$ cat config.mk
export PLATFORM = sky130hd
export DESIGN_NAME = inst_queue_flat
export DESIGN_NICKNAME = d
export VERILOG_FILES = /design/src/rtl/inst_queue_pkg.sv /design/src/rtl/inst_queue_if.sv /design/src/rtl/inst_queue_iq_regfile.sv /design/src/rtl/inst_queue.sv /design/src/flat_wrapper.sv
export SDC_FILE = /design/constraint.sdc
export NUM_CORES = 2
export LEC_CHECK = 0
export BUFFER_PORTS_ARGS = -buffer_cell sky130_fd_sc_hd__buf_2
export CAP_MARGIN = 25
export CORE_MARGIN = 2
export CORE_UTILIZATION = 25
export DETAILED_ROUTE_END_ITERATION = 12
export SYNTH_ARGS = -nofsm -noshare
export SYNTH_HDL_FRONTEND = slang
export SYNTH_SLANG_ARGS = --single-unit
$ cat constraint.sdc
create_clock -name clk -period 10.46 [get_ports clk]
set_input_delay 1.569 -clock clk [delete_from_list [all_inputs] [get_ports clk]]
set_output_delay 1.569 -clock clk [all_outputs]
set_load 0.03 [all_outputs]
$ cat src/rtl/inst_queue_pkg.sv
// -----------------------------------------------------------------------------
// inst_queue_pkg
// Purpose : Shared constants and types for the IF->ID instruction queue.
//           Holds the queue geometry, the {pc, inst} entry type, the fetch and
//           issue slot widths, the pipeline-controller constants, and a
//           saturating adder used by the optional statistics counters.
// Ports   : none (package).
// -----------------------------------------------------------------------------
package inst_queue_pkg;

  // Pipeline-controller constants, shared across the front end.
  localparam logic RstEnable = 1'b1;
  localparam logic Flush     = 1'b1;
  localparam logic Stop      = 1'b1;

  // Queue geometry.
  localparam int IQ_DEPTH  = 16;
  localparam int IQ_PTR_W  = 4;
  localparam int IQ_ADDR_W = 32;
  localparam int IQ_DATA_W = 32;

  // Slot counts on each side of the queue and the width of their count fields.
  localparam int IQ_FETCH_SLOTS = 2;
  localparam int IQ_ISSUE_SLOTS = 2;
  localparam int IQ_FETCH_W     = 2;
  localparam int IQ_ISSUE_W     = 2;

  typedef struct packed {
    logic [IQ_ADDR_W-1:0] pc;
    logic [IQ_DATA_W-1:0] inst;
  } iq_entry_t;

  // 32-bit add that sticks at all-ones instead of wrapping.
  function automatic logic [31:0] sat_add32(input logic [31:0] a,
                                            input logic [31:0] b);
    logic [32:0] sum;
    sum = {1'b0, a} + {1'b0, b};
    return sum[32] ? 32'hFFFF_FFFF : sum[31:0];
  endfunction

endpackage

$ cat src/rtl/inst_queue_if.sv
// -----------------------------------------------------------------------------
// inst_queue_if
// Purpose : Bundles the controller, fetch-side and decode-side signals of the
//           instruction queue.
// Signals : flush_i, stall_i[3:0]           controller -> queue
//           fetch_num_i, fetch_pc0/1_i,
//           fetch_inst0/1_i                 fetch -> queue
//           full_o                          queue -> fetch (back-pressure)
//           issue_valid_o, issue_pc0/1_o,
//           issue_inst0/1_o                 queue -> decode
//           issue_num_i                     decode -> queue
// Modports: master = pipeline side (drives *_i), slave = the queue.
// -----------------------------------------------------------------------------
interface inst_queue_if
  import inst_queue_pkg::*;
#(
  parameter int ADDR_W = IQ_ADDR_W,
  parameter int DATA_W = IQ_DATA_W
) ();

  logic                  flush_i;
  logic [3:0]            stall_i;
  logic [IQ_FETCH_W-1:0] fetch_num_i;
  logic [ADDR_W-1:0]     fetch_pc0_i;
  logic [ADDR_W-1:0]     fetch_pc1_i;
  logic [DATA_W-1:0]     fetch_inst0_i;
  logic [DATA_W-1:0]     fetch_inst1_i;
  logic                  full_o;
  logic [1:0]            issue_valid_o;
  logic [ADDR_W-1:0]     issue_pc0_o;
  logic [ADDR_W-1:0]     issue_pc1_o;
  logic [DATA_W-1:0]     issue_inst0_o;
  logic [DATA_W-1:0]     issue_inst1_o;
  logic [IQ_ISSUE_W-1:0] issue_num_i;

  modport master (
    output flush_i, stall_i, fetch_num_i, fetch_pc0_i, fetch_pc1_i,
           fetch_inst0_i, fetch_inst1_i, issue_num_i,
    input  full_o, issue_valid_o, issue_pc0_o, issue_pc1_o,
           issue_inst0_o, issue_inst1_o
  );

  modport slave (
    input  flush_i, stall_i, fetch_num_i, fetch_pc0_i, fetch_pc1_i,
           fetch_inst0_i, fetch_inst1_i, issue_num_i,
    output full_o, issue_valid_o, issue_pc0_o, issue_pc1_o,
           issue_inst0_o, issue_inst1_o
  );

endinterface

$ cat src/rtl/inst_queue_iq_regfile.sv
// -----------------------------------------------------------------------------
// iq_regfile
// Purpose : Entry storage for inst_queue. DEPTH x WIDTH array with two write
//           ports and two combinational read ports; no reset on contents.
// Ports   : clk                     clock
//           i_we0/i_waddr0/i_wdata0  write port 0
//           i_we1/i_waddr1/i_wdata1  write port 1 (never the same index as
//                                   port 0 in one cycle)
//           i_raddr0 -> o_rdata0     read port 0
//           i_raddr1 -> o_rdata1     read port 1
// -----------------------------------------------------------------------------
module iq_regfile #(
  parameter int DEPTH = 16,
  parameter int PTR_W = 4,
  parameter int WIDTH = 64
) (
  input  logic             clk,
  input  logic             i_we0,
  input  logic [PTR_W-1:0] i_waddr0,
  input  logic [WIDTH-1:0] i_wdata0,
  input  logic             i_we1,
  input  logic [PTR_W-1:0] i_waddr1,
  input  logic [WIDTH-1:0] i_wdata1,
  input  logic [PTR_W-1:0] i_raddr0,
  output logic [WIDTH-1:0] o_rdata0,
  input  logic [PTR_W-1:0] i_raddr1,
  output logic [WIDTH-1:0] o_rdata1
);

  logic [WIDTH-1:0] r_mem [DEPTH];

  always_ff @(posedge clk) begin
    if (i_we0) r_mem[i_waddr0] <= i_wdata0;
    if (i_we1) r_mem[i_waddr1] <= i_wdata1;
  end

  // Decode must see the head entries in the same cycle, so reads are not
  // registered; this maps to distributed RAM or flops.
  assign o_rdata0 = r_mem[i_raddr0];
  assign o_rdata1 = r_mem[i_raddr1];

endmodule

$ cat src/rtl/inst_queue.sv
// -----------------------------------------------------------------------------
// inst_queue
// Purpose : Instruction buffer between fetch and decode. Takes up to two
//           {pc, inst} pairs per cycle, presents the two oldest entries to
//           decode, holds while decode is stalled, empties on flush and
//           raises full_o when fewer than two entries are free.
// Ports   : clk                clock, rising edge
//           rst                synchronous, active-high reset
//           bus (slave)        controller / fetch / decode signals
//           stat_full_cycles_o cycles with full_o=1          (stats build)
//           stat_flushes_o     cycles with flush_i=1         (stats build)
//           stat_dropped_o     fetch slots dropped while full (stats build)
// Config  : `define INST_QUEUE_STATS_EN adds the three saturating counters.
// -----------------------------------------------------------------------------
module inst_queue
  import inst_queue_pkg::*;
#(
  parameter int DEPTH  = IQ_DEPTH,
  parameter int PTR_W  = IQ_PTR_W,
  parameter int ADDR_W = IQ_ADDR_W,
  parameter int DATA_W = IQ_DATA_W
) (
  input  logic        clk,
  input  logic        rst,
  inst_queue_if.slave bus
`ifdef INST_QUEUE_STATS_EN
  ,
  output logic [31:0] stat_full_cycles_o,
  output logic [31:0] stat_flushes_o,
  output logic [31:0] stat_dropped_o
`endif
);

  localparam int WIDTH = ADDR_W + DATA_W;
  // full when DEPTH - count < 2, i.e. count > DEPTH - 2
  localparam logic [PTR_W:0] FULL_THR = (PTR_W+1)'(DEPTH - 2);

  logic [PTR_W-1:0] r_head;
  logic [PTR_W-1:0] r_tail;
  logic [PTR_W:0]   r_count;

  logic             w_full;
  logic             w_clear;
  logic [1:0]       w_enq;
  logic [1:0]       w_deq;
  logic [1:0]       w_req;
  logic             w_unused_stall;
  logic [WIDTH-1:0] w_rdata0;
  logic [WIDTH-1:0] w_rdata1;

  assign w_full         = (r_count > FULL_THR);
  assign w_clear        = (rst == RstEnable) || (bus.flush_i == Flush);
  // Only the decode-hold bit matters here; fetch is held via full_o.
  assign w_unused_stall = ^bus.stall_i[3:1];

  always_comb begin
    w_enq = 2'd0;
    if (!w_full) begin
      case (bus.fetch_num_i)
        2'd0:    w_enq = 2'd0;
        2'd1:    w_enq = 2'd1;
        default: w_enq = 2'd2;   // 3 behaves as 2
      endcase
    end
  end

  always_comb begin
    w_req = (bus.issue_num_i == 2'd3) ? 2'd2 : bus.issue_num_i;   // two read ports
    w_deq = 2'd0;
    if (bus.stall_i[0] != Stop) begin
      // count < request only when count <= 1, so its low bits are the amount
      w_deq = ((PTR_W+1)'(w_req) > r_count) ? r_count[1:0] : w_req;
    end
  end

  always_ff @(posedge clk) begin
    if (w_clear) begin
      r_head  <= '0;
      r_tail  <= '0;
      r_count <= '0;
    end else begin
      r_head  <= r_head + PTR_W'(w_deq);
      r_tail  <= r_tail + PTR_W'(w_enq);
      r_count <= r_count + (PTR_W+1)'(w_enq) - (PTR_W+1)'(w_deq);
    end
  end

  iq_regfile #(
    .DEPTH (DEPTH),
    .PTR_W (PTR_W),
    .WIDTH (WIDTH)
  ) u_regfile (
    .clk      (clk),
    .i_we0    (!w_clear && (w_enq != 2'd0)),
    .i_waddr0 (r_tail),
    .i_wdata0 ({bus.fetch_pc0_i, bus.fetch_inst0_i}),
    .i_we1    (!w_clear && (w_enq == 2'd2)),
    .i_waddr1 (r_tail + PTR_W'(1)),
    .i_wdata1 ({bus.fetch_pc1_i, bus.fetch_inst1_i}),
    .i_raddr0 (r_head),
    .o_rdata0 (w_rdata0),
    .i_raddr1 (r_head + PTR_W'(1)),
    .o_rdata1 (w_rdata1)
  );

  // Empty slots read as zero so stale array contents never reach decode.
  assign bus.full_o        = w_full;
  assign bus.issue_valid_o = {(r_count >= (PTR_W+1)'(2)), (r_count != '0)};
  assign bus.issue_pc0_o   = bus.issue_valid_o[0] ? w_rdata0[WIDTH-1:DATA_W] : '0;
  assign bus.issue_inst0_o = bus.issue_valid_o[0] ? w_rdata0[DATA_W-1:0]     : '0;
  assign bus.issue_pc1_o   = bus.issue_valid_o[1] ? w_rdata1[WIDTH-1:DATA_W] : '0;
  assign bus.issue_inst1_o = bus.issue_valid_o[1] ? w_rdata1[DATA_W-1:0]     : '0;

`ifdef INST_QUEUE_STATS_EN
  logic [31:0] r_stat_full;
  logic [31:0] r_stat_flush;
  logic [31:0] r_stat_drop;

  // Cleared by reset only; flush must not erase the history.
  always_ff @(posedge clk) begin
    if (rst == RstEnable) begin
      r_stat_full  <= '0;
      r_stat_flush <= '0;
      r_stat_drop  <= '0;
    end else begin
      if (w_full)
        r_stat_full <= sat_add32(r_stat_full, 32'd1);
      if (bus.flush_i == Flush)
        r_stat_flush <= sat_add32(r_stat_flush, 32'd1);
      if (w_full && (bus.fetch_num_i != 2'd0))
        r_stat_drop <= sat_add32(r_stat_drop, 32'(bus.fetch_num_i));
    end
  end

  assign stat_full_cycles_o = r_stat_full;
  assign stat_flushes_o     = r_stat_flush;
  assign stat_dropped_o     = r_stat_drop;
`endif

endmodule

$ cat src/flat_wrapper.sv
// flat-port wrapper written by rule: the top's interface ports become plain ports
module inst_queue_flat import inst_queue_pkg::*;
#(
  parameter int DEPTH  = IQ_DEPTH,
  parameter int PTR_W  = IQ_PTR_W,
  parameter int ADDR_W = IQ_ADDR_W,
  parameter int DATA_W = IQ_DATA_W
)
  (clk, rst, bus_flush_i, bus_stall_i, bus_fetch_num_i, bus_fetch_pc0_i, bus_fetch_pc1_i, bus_fetch_inst0_i, bus_fetch_inst1_i, bus_issue_num_i, bus_full_o, bus_issue_valid_o, bus_issue_pc0_o, bus_issue_pc1_o, bus_issue_inst0_o, bus_issue_inst1_o);
  inst_queue_if #(.ADDR_W(ADDR_W), .DATA_W(DATA_W)) bus_i ();
  input  logic clk;
  input  logic rst;
  input wire logic [$bits(bus_i.flush_i)-1:0] bus_flush_i;
  input wire logic [$bits(bus_i.stall_i)-1:0] bus_stall_i;
  input wire logic [$bits(bus_i.fetch_num_i)-1:0] bus_fetch_num_i;
  input wire logic [$bits(bus_i.fetch_pc0_i)-1:0] bus_fetch_pc0_i;
  input wire logic [$bits(bus_i.fetch_pc1_i)-1:0] bus_fetch_pc1_i;
  input wire logic [$bits(bus_i.fetch_inst0_i)-1:0] bus_fetch_inst0_i;
  input wire logic [$bits(bus_i.fetch_inst1_i)-1:0] bus_fetch_inst1_i;
  input wire logic [$bits(bus_i.issue_num_i)-1:0] bus_issue_num_i;
  output wire logic [$bits(bus_i.full_o)-1:0] bus_full_o;
  output wire logic [$bits(bus_i.issue_valid_o)-1:0] bus_issue_valid_o;
  output wire logic [$bits(bus_i.issue_pc0_o)-1:0] bus_issue_pc0_o;
  output wire logic [$bits(bus_i.issue_pc1_o)-1:0] bus_issue_pc1_o;
  output wire logic [$bits(bus_i.issue_inst0_o)-1:0] bus_issue_inst0_o;
  output wire logic [$bits(bus_i.issue_inst1_o)-1:0] bus_issue_inst1_o;
  assign bus_i.flush_i = bus_flush_i;
  assign bus_i.stall_i = bus_stall_i;
  assign bus_i.fetch_num_i = bus_fetch_num_i;
  assign bus_i.fetch_pc0_i = bus_fetch_pc0_i;
  assign bus_i.fetch_pc1_i = bus_fetch_pc1_i;
  assign bus_i.fetch_inst0_i = bus_fetch_inst0_i;
  assign bus_i.fetch_inst1_i = bus_fetch_inst1_i;
  assign bus_i.issue_num_i = bus_issue_num_i;
  assign bus_full_o = bus_i.full_o;
  assign bus_issue_valid_o = bus_i.issue_valid_o;
  assign bus_issue_pc0_o = bus_i.issue_pc0_o;
  assign bus_issue_pc1_o = bus_i.issue_pc1_o;
  assign bus_issue_inst0_o = bus_i.issue_inst0_o;
  assign bus_issue_inst1_o = bus_i.issue_inst1_o;
  inst_queue #(.DEPTH(DEPTH), .PTR_W(PTR_W), .ADDR_W(ADDR_W), .DATA_W(DATA_W)) u_core (.clk(clk), .rst(rst), .bus(bus_i));
endmodule
After elaboration in Yosys (flattened, before gate mapping)
Memories as Yosys holds them, arrays and structs flattened. A register that Yosys moved wholly into a read port is not among the register bits.
Cells that the tools add are included.
Word-level totals
  register bits after elaboration: 13
  bits in latches: 0
  input port bits: 139
  logic and storage cells: 37
  ROM bits: 0
  memories: 1
  RAM bits: 1024
  output and inout bits: 131
Memory list
  u_core.u_regfile.r_mem: depth 16, width 64, read ports 2, clocked after memory_dff 1, wr ports 2, line inst_queue_iq_regfile.sv:30  | logic [WIDTH-1:0] r_mem [DEPTH];
Cells by class
  add/subtract/negate cells: 6
  $mul: 0
  reductions and logical operators: 7
  magnitude comparators: 3
  bitwise logic cells: 0
  div/mod/pow operators: 0
  equality and inequality tests: 3
  mux-type cells: 14
  shift-type cells: 0
Operators by type and width (count)
  $mux 32: 4
  $add 4x1->4 const B: 2
  $add 4x2->4: 2
  $mux 2: 4
  $add 5x2->5: 1
  $ge 5x2->1 const B: 1
  $gt 2x5->1: 1
  $gt 5x4->1 const B: 1
  $reduce_bool 5->1: 1
  $sub 5x2->5: 1
  $eq 2x2->1 const B: 2
  $mux 1: 4
  $mux 4: 1
  $pmux 2 s2: 1
  $eq 2x1->1 const B: 1
  $logic_and 1x1->1: 2
  $logic_not 2->1: 1
  $reduce_bool 2->1: 1
  $logic_not 1->1: 1
  $logic_or 1x1->1: 1

Longest topological paths before layout
  depth after elaboration: 7
  mapped depth: 14
  mapped depth without buffers: 14

Hierarchy
A second synthesis with hierarchy kept.
Unflattened totals
  cell total of the unflattened synthesis: 3657
  area total of the unflattened synthesis: 60194.0 µm²
By module, submodules not included
  iq_regfile: cells each 3401, times used 1, seq. area each 30749.5 µm², area an instance 58298.4 µm²
  inst_queue: cells each 256, times used 1, seq. area each 260.2 µm², area an instance 1895.6 µm²

Least setup slack after synthesis
Ideal clock, no wire load.
  path type: in2reg
  from: in bus_flush_i
  to: mem u_core.u_regfile.r_mem[13][0] (enable)
  setup slack: 2.726 ns
  setup time: 0.575 ns
  stages on the path: 5
  data required time: 9.885 ns
  buffers on the path: 1
  data arrival time: 7.159 ns
  cell sequence: or2_1 buf_4 a2111oi_2 nand3b_1 o21ai_0
RTL lines
  start, declared: line flat_wrapper.sv:13  | input wire logic [$bits(bus_i.flush_i)-1:0] bus_flush_i;
  end, declared: line inst_queue_iq_regfile.sv:30

Worst setup path in the final report
  from: reg u_core.r_head[0]
  to: out bus_issue_inst1_o[2]
On the way
  cells in the longest elaborated chain, start to end: 3
Ends and longest elaborated chain
  start, declared: line inst_queue.sv:38  | logic [PTR_W-1:0] r_head;
  start signal, assigned: line inst_queue.sv:82  | r_head <= r_head + PTR_W'(w_deq);
  $add 4x1->4: line inst_queue.sv:102  | .i_raddr1 (r_head + PTR_W'(1)),
  $mem_v2 16x64
  $mux 32: line inst_queue.sv:112  | assign bus.issue_inst1_o = bus.issue_valid_o[1] ? w_rdata1[DATA_W-1:0] : '0;
  end, declared: line flat_wrapper.sv:26  | output wire logic [$bits(bus_i.issue_inst1_o)-1:0] bus_issue_inst1_o;
No other way between the ends.

==> flow_summary.ini <==
[outcome]
status = finished, final reports clean

[critical_path]
r2r_cells = 8
crit_end = bus_issue_inst1_o[2]
critPathRequiredTime_ps = 8890
startpoint = u_core.r_head[0]$_SDFF_PP0_
r2r_start = u_core.r_count[4]$_SDFF_PP0_
path_class = flop to output port
worstPathMaxFanout = 37
startpoint_type = flop
cp-end-kind = output port
r2r_end = u_core.u_regfile.r_mem[8][34]$_DFFE_PP_
regToRegSetupSlack_ps = 5760
critPathArrivalTime_ps = 5500

[cells_and_area]
fillers = 24780
final_common_cell = mux2_2
layout-drive-gt1-share_pct = 47.72
utilization_pct = 28.58
syn2layout_area_growth_pct = 13.62
nets = 4333
final_cell_mix = mux2_2 (1186), edfxtp_1 (1024), mux2i_1 (386)
final_area_sq_um = 70280

[logic_synthesis]
synthSimpleGateAreaFrac_pct = 3.340
synth_cells = 4155
synth_fa_ha_area_share_pct = 0.4734
ys_warn_count = 0
netlist.area_leader.share_pct = 49.71
syn-cell-area_sq_um = 61850
ys_seq_area_share_pct = 50.14
synth.mux.area_fraction_pct = 38.87
synth_cell_types = 43
syn_area_per_cell_sq_um = 14.89
syn_nets = 4315
synthXorXnorAreaFrac_pct = 0.1416
synth_top_family_by_area = multiplexers
ys_seq_elements = 1037
synth.top_cells.by_area = edfxtp_1 (50%), mux2_2 (22%), mux4_2 (9.3%)
synth_compound_area_share_pct = 3.142
synth_top_area_cell = edfxtp_1

[placed_design]
placed_area_sq_um = 66310
hpwl_mm = 128.0
routabilityCongestion = 0.7501
portBuffers = 266

[routing]
drt_iter0_drc = 4386
drtAntennaViolNets = 0
drtPass1Iterations = 5
via_per_inst = 5.384
wl_mm = 233.3
drc = 0
wl_per_cell_um = 31.08
vias = 40410

[floorplan]
start_util_pct = 25.15
die_h_um = 501.4
ios = 270
coreArea_sq_um = 245900
dieArea_sq_um = 251400
fp.dieW_um = 501.4
rows = 182

[pwr]
total_power_uw = 12270
p_leak_uw = 0.02190
max-vdd-ir-drop_v = 0.0001817
power.density_nw_per_um2 = 174.7

[clock_tree]
clk_latency_ps = 840
cts_hold_buf = 0
clkSinkCount = 1037
cts_setup_buffers = 0
cts_tree = done
clkTransAtPathRegs_ps = 60
clockBufferDepth = 3
root_buffer = clkbuf_16
cts_resized = 0
cts_inserted_buffers = 121
htreeDepth = 3

[sta]
slew_headroom_pct = 6.251
setup_tns_ps = 0
finalSetupViolations = 0
fin_skew_ps = 57.25
fin_crit_ps = 7073
worstMarginPinSlew_ps = 1406
min_period_over_period_pct = 67.62
slew_viol_final = 0
max_freq_mhz = 141.4
finalHoldViolCount = 0
rsz0062_at_grt = false

[global_route]
antenna_found_initial = 62
grt-ovfl-total = 0
track_usage_pct = 18.05
grt_max_degree = 144
grt_pass1_vias = 41370
grt_pass1_wl_mm = 321.9

[flow_run]
maxCapViolCount = 0

[hold_path]
hold_class = flop to flop
layer usage:
| metal | vias to the layer above | routed length (um) | share of wire, % | track usage [%] |
|---|---|---|---|---|
| met5 | - | 307 | 0.13 | 0 |
| met4 | 48 | 8789 | 3.8 | 6.766 |
| met3 | 513 | 18170 | 7.8 | 3.902 |
| met2 | 1860 | 111900 | 48 | 30.02 |
| met1 | 21160 | 94050 | 40 | 22.87 |
| li1 | 16830 | - | - | - |
synthesized netlist by cell type, drive strengths merged:
master,number
xor2,3
nand2b,5
nand2,17
xnor2,7
buf,232
ha,17
o2111ai,1
nor2,15
fa,4
nand3,268
and3,1
a2111oi,1
nor3b,2
a21o,2
clkbuf,247
a211oi,2
mux2i,386
o21ai,17
dfxtp,13
o32ai,64
inv,9
nor2b,4
o21bai,1
or2,3
nand3b,3
mux2,1280
a21oi,5
nand4b,1
edfxtp,1024
mux4,256
and2,7
o22ai,192
nand4,65
and3b,1
cell families (layout without fill, tap and decap cells):
kind of cell             Yosys count  after routing
multiplexers                    1922           1922
buffers and inverters            488            604
AO/OA/AOI/OAI                    285            285
adder cells (fa/ha/maj)           21             21
AND/OR/NAND/NOR                  392            392
flip-flops                      1037           1037
other                              0             15
XOR/XNOR                          10             10
area by class of cell:
type,count,area [sq um],share of cell area (%)
diodes,15,37.54,0.05341
clock buffers,153,3168,4.508
clock inverters,68,709.4,1.009
inverters,9,38.79,0.05519
multi-input cells,2630,28870,41.08
flip-flops and latches,1037,31020,44.14
well taps,3220,4029,5.733
repair buffers,374,2402,3.418
worst min-delay path by stage:
stage	startpoint	endpoint	slack (ps)	cells past startpoint
after CTS	u_core.r_tail[2]$_SDFF_PP0_	u_core.r_tail[2]$_SDFF_PP0_	590	2
after floorplan	u_core.r_tail[3]$_SDFF_PP0_	u_core.r_tail[3]$_SDFF_PP0_	530	2
after global routing	u_core.r_tail[2]$_SDFF_PP0_	u_core.r_tail[2]$_SDFF_PP0_	630	2
after detailed placement	u_core.r_tail[2]$_SDFF_PP0_	u_core.r_tail[2]$_SDFF_PP0_	580	2
after global placement	u_core.r_tail[3]$_SDFF_PP0_	u_core.r_tail[3]$_SDFF_PP0_	560	2
final	u_core.r_tail[2]$_SDFF_PP0_	u_core.r_tail[2]$_SDFF_PP0_	590	2
critical path, stage by stage, from the launching register on:
cell     delay [ps]
dfxtp_4         850
ha_4            280
xor2_4           70
buf_4           320
nand2_4         690
buf_4           930
o22ai_1         140
o32ai_1         950
buf_2           400
per-stage QoR:
| stage | hold slack (ps) | instances | worst slack (ps) |
|---|---|---|---|
| after floorplan | 532.8 | 4155 | 2726 |
| after global placement | 561.4 | 7257 | 3842 |
| after detailed placement | 581.7 | 7267 | 4004 |
| after CTS | 590.7 | 7488 | 3120 |
| after global routing | 629.9 | 7498 | 3110 |
| final | 592.9 | 7506 | 3387 |
power breakdown:
part	internal (uW)	total [uW]	switching (uW)
logic	1090	3390	2310
clock network	2350	4220	1870
registers	4630	4670	38.3
state kept, by name, summed over array words and instances (netlist names):
name                    flops
u_core.r_tail               4
u_core.r_count              5
u_core.r_head               4
u_core.u_regfile.r_mem   1024
Power figures use the tool's default switching activity.
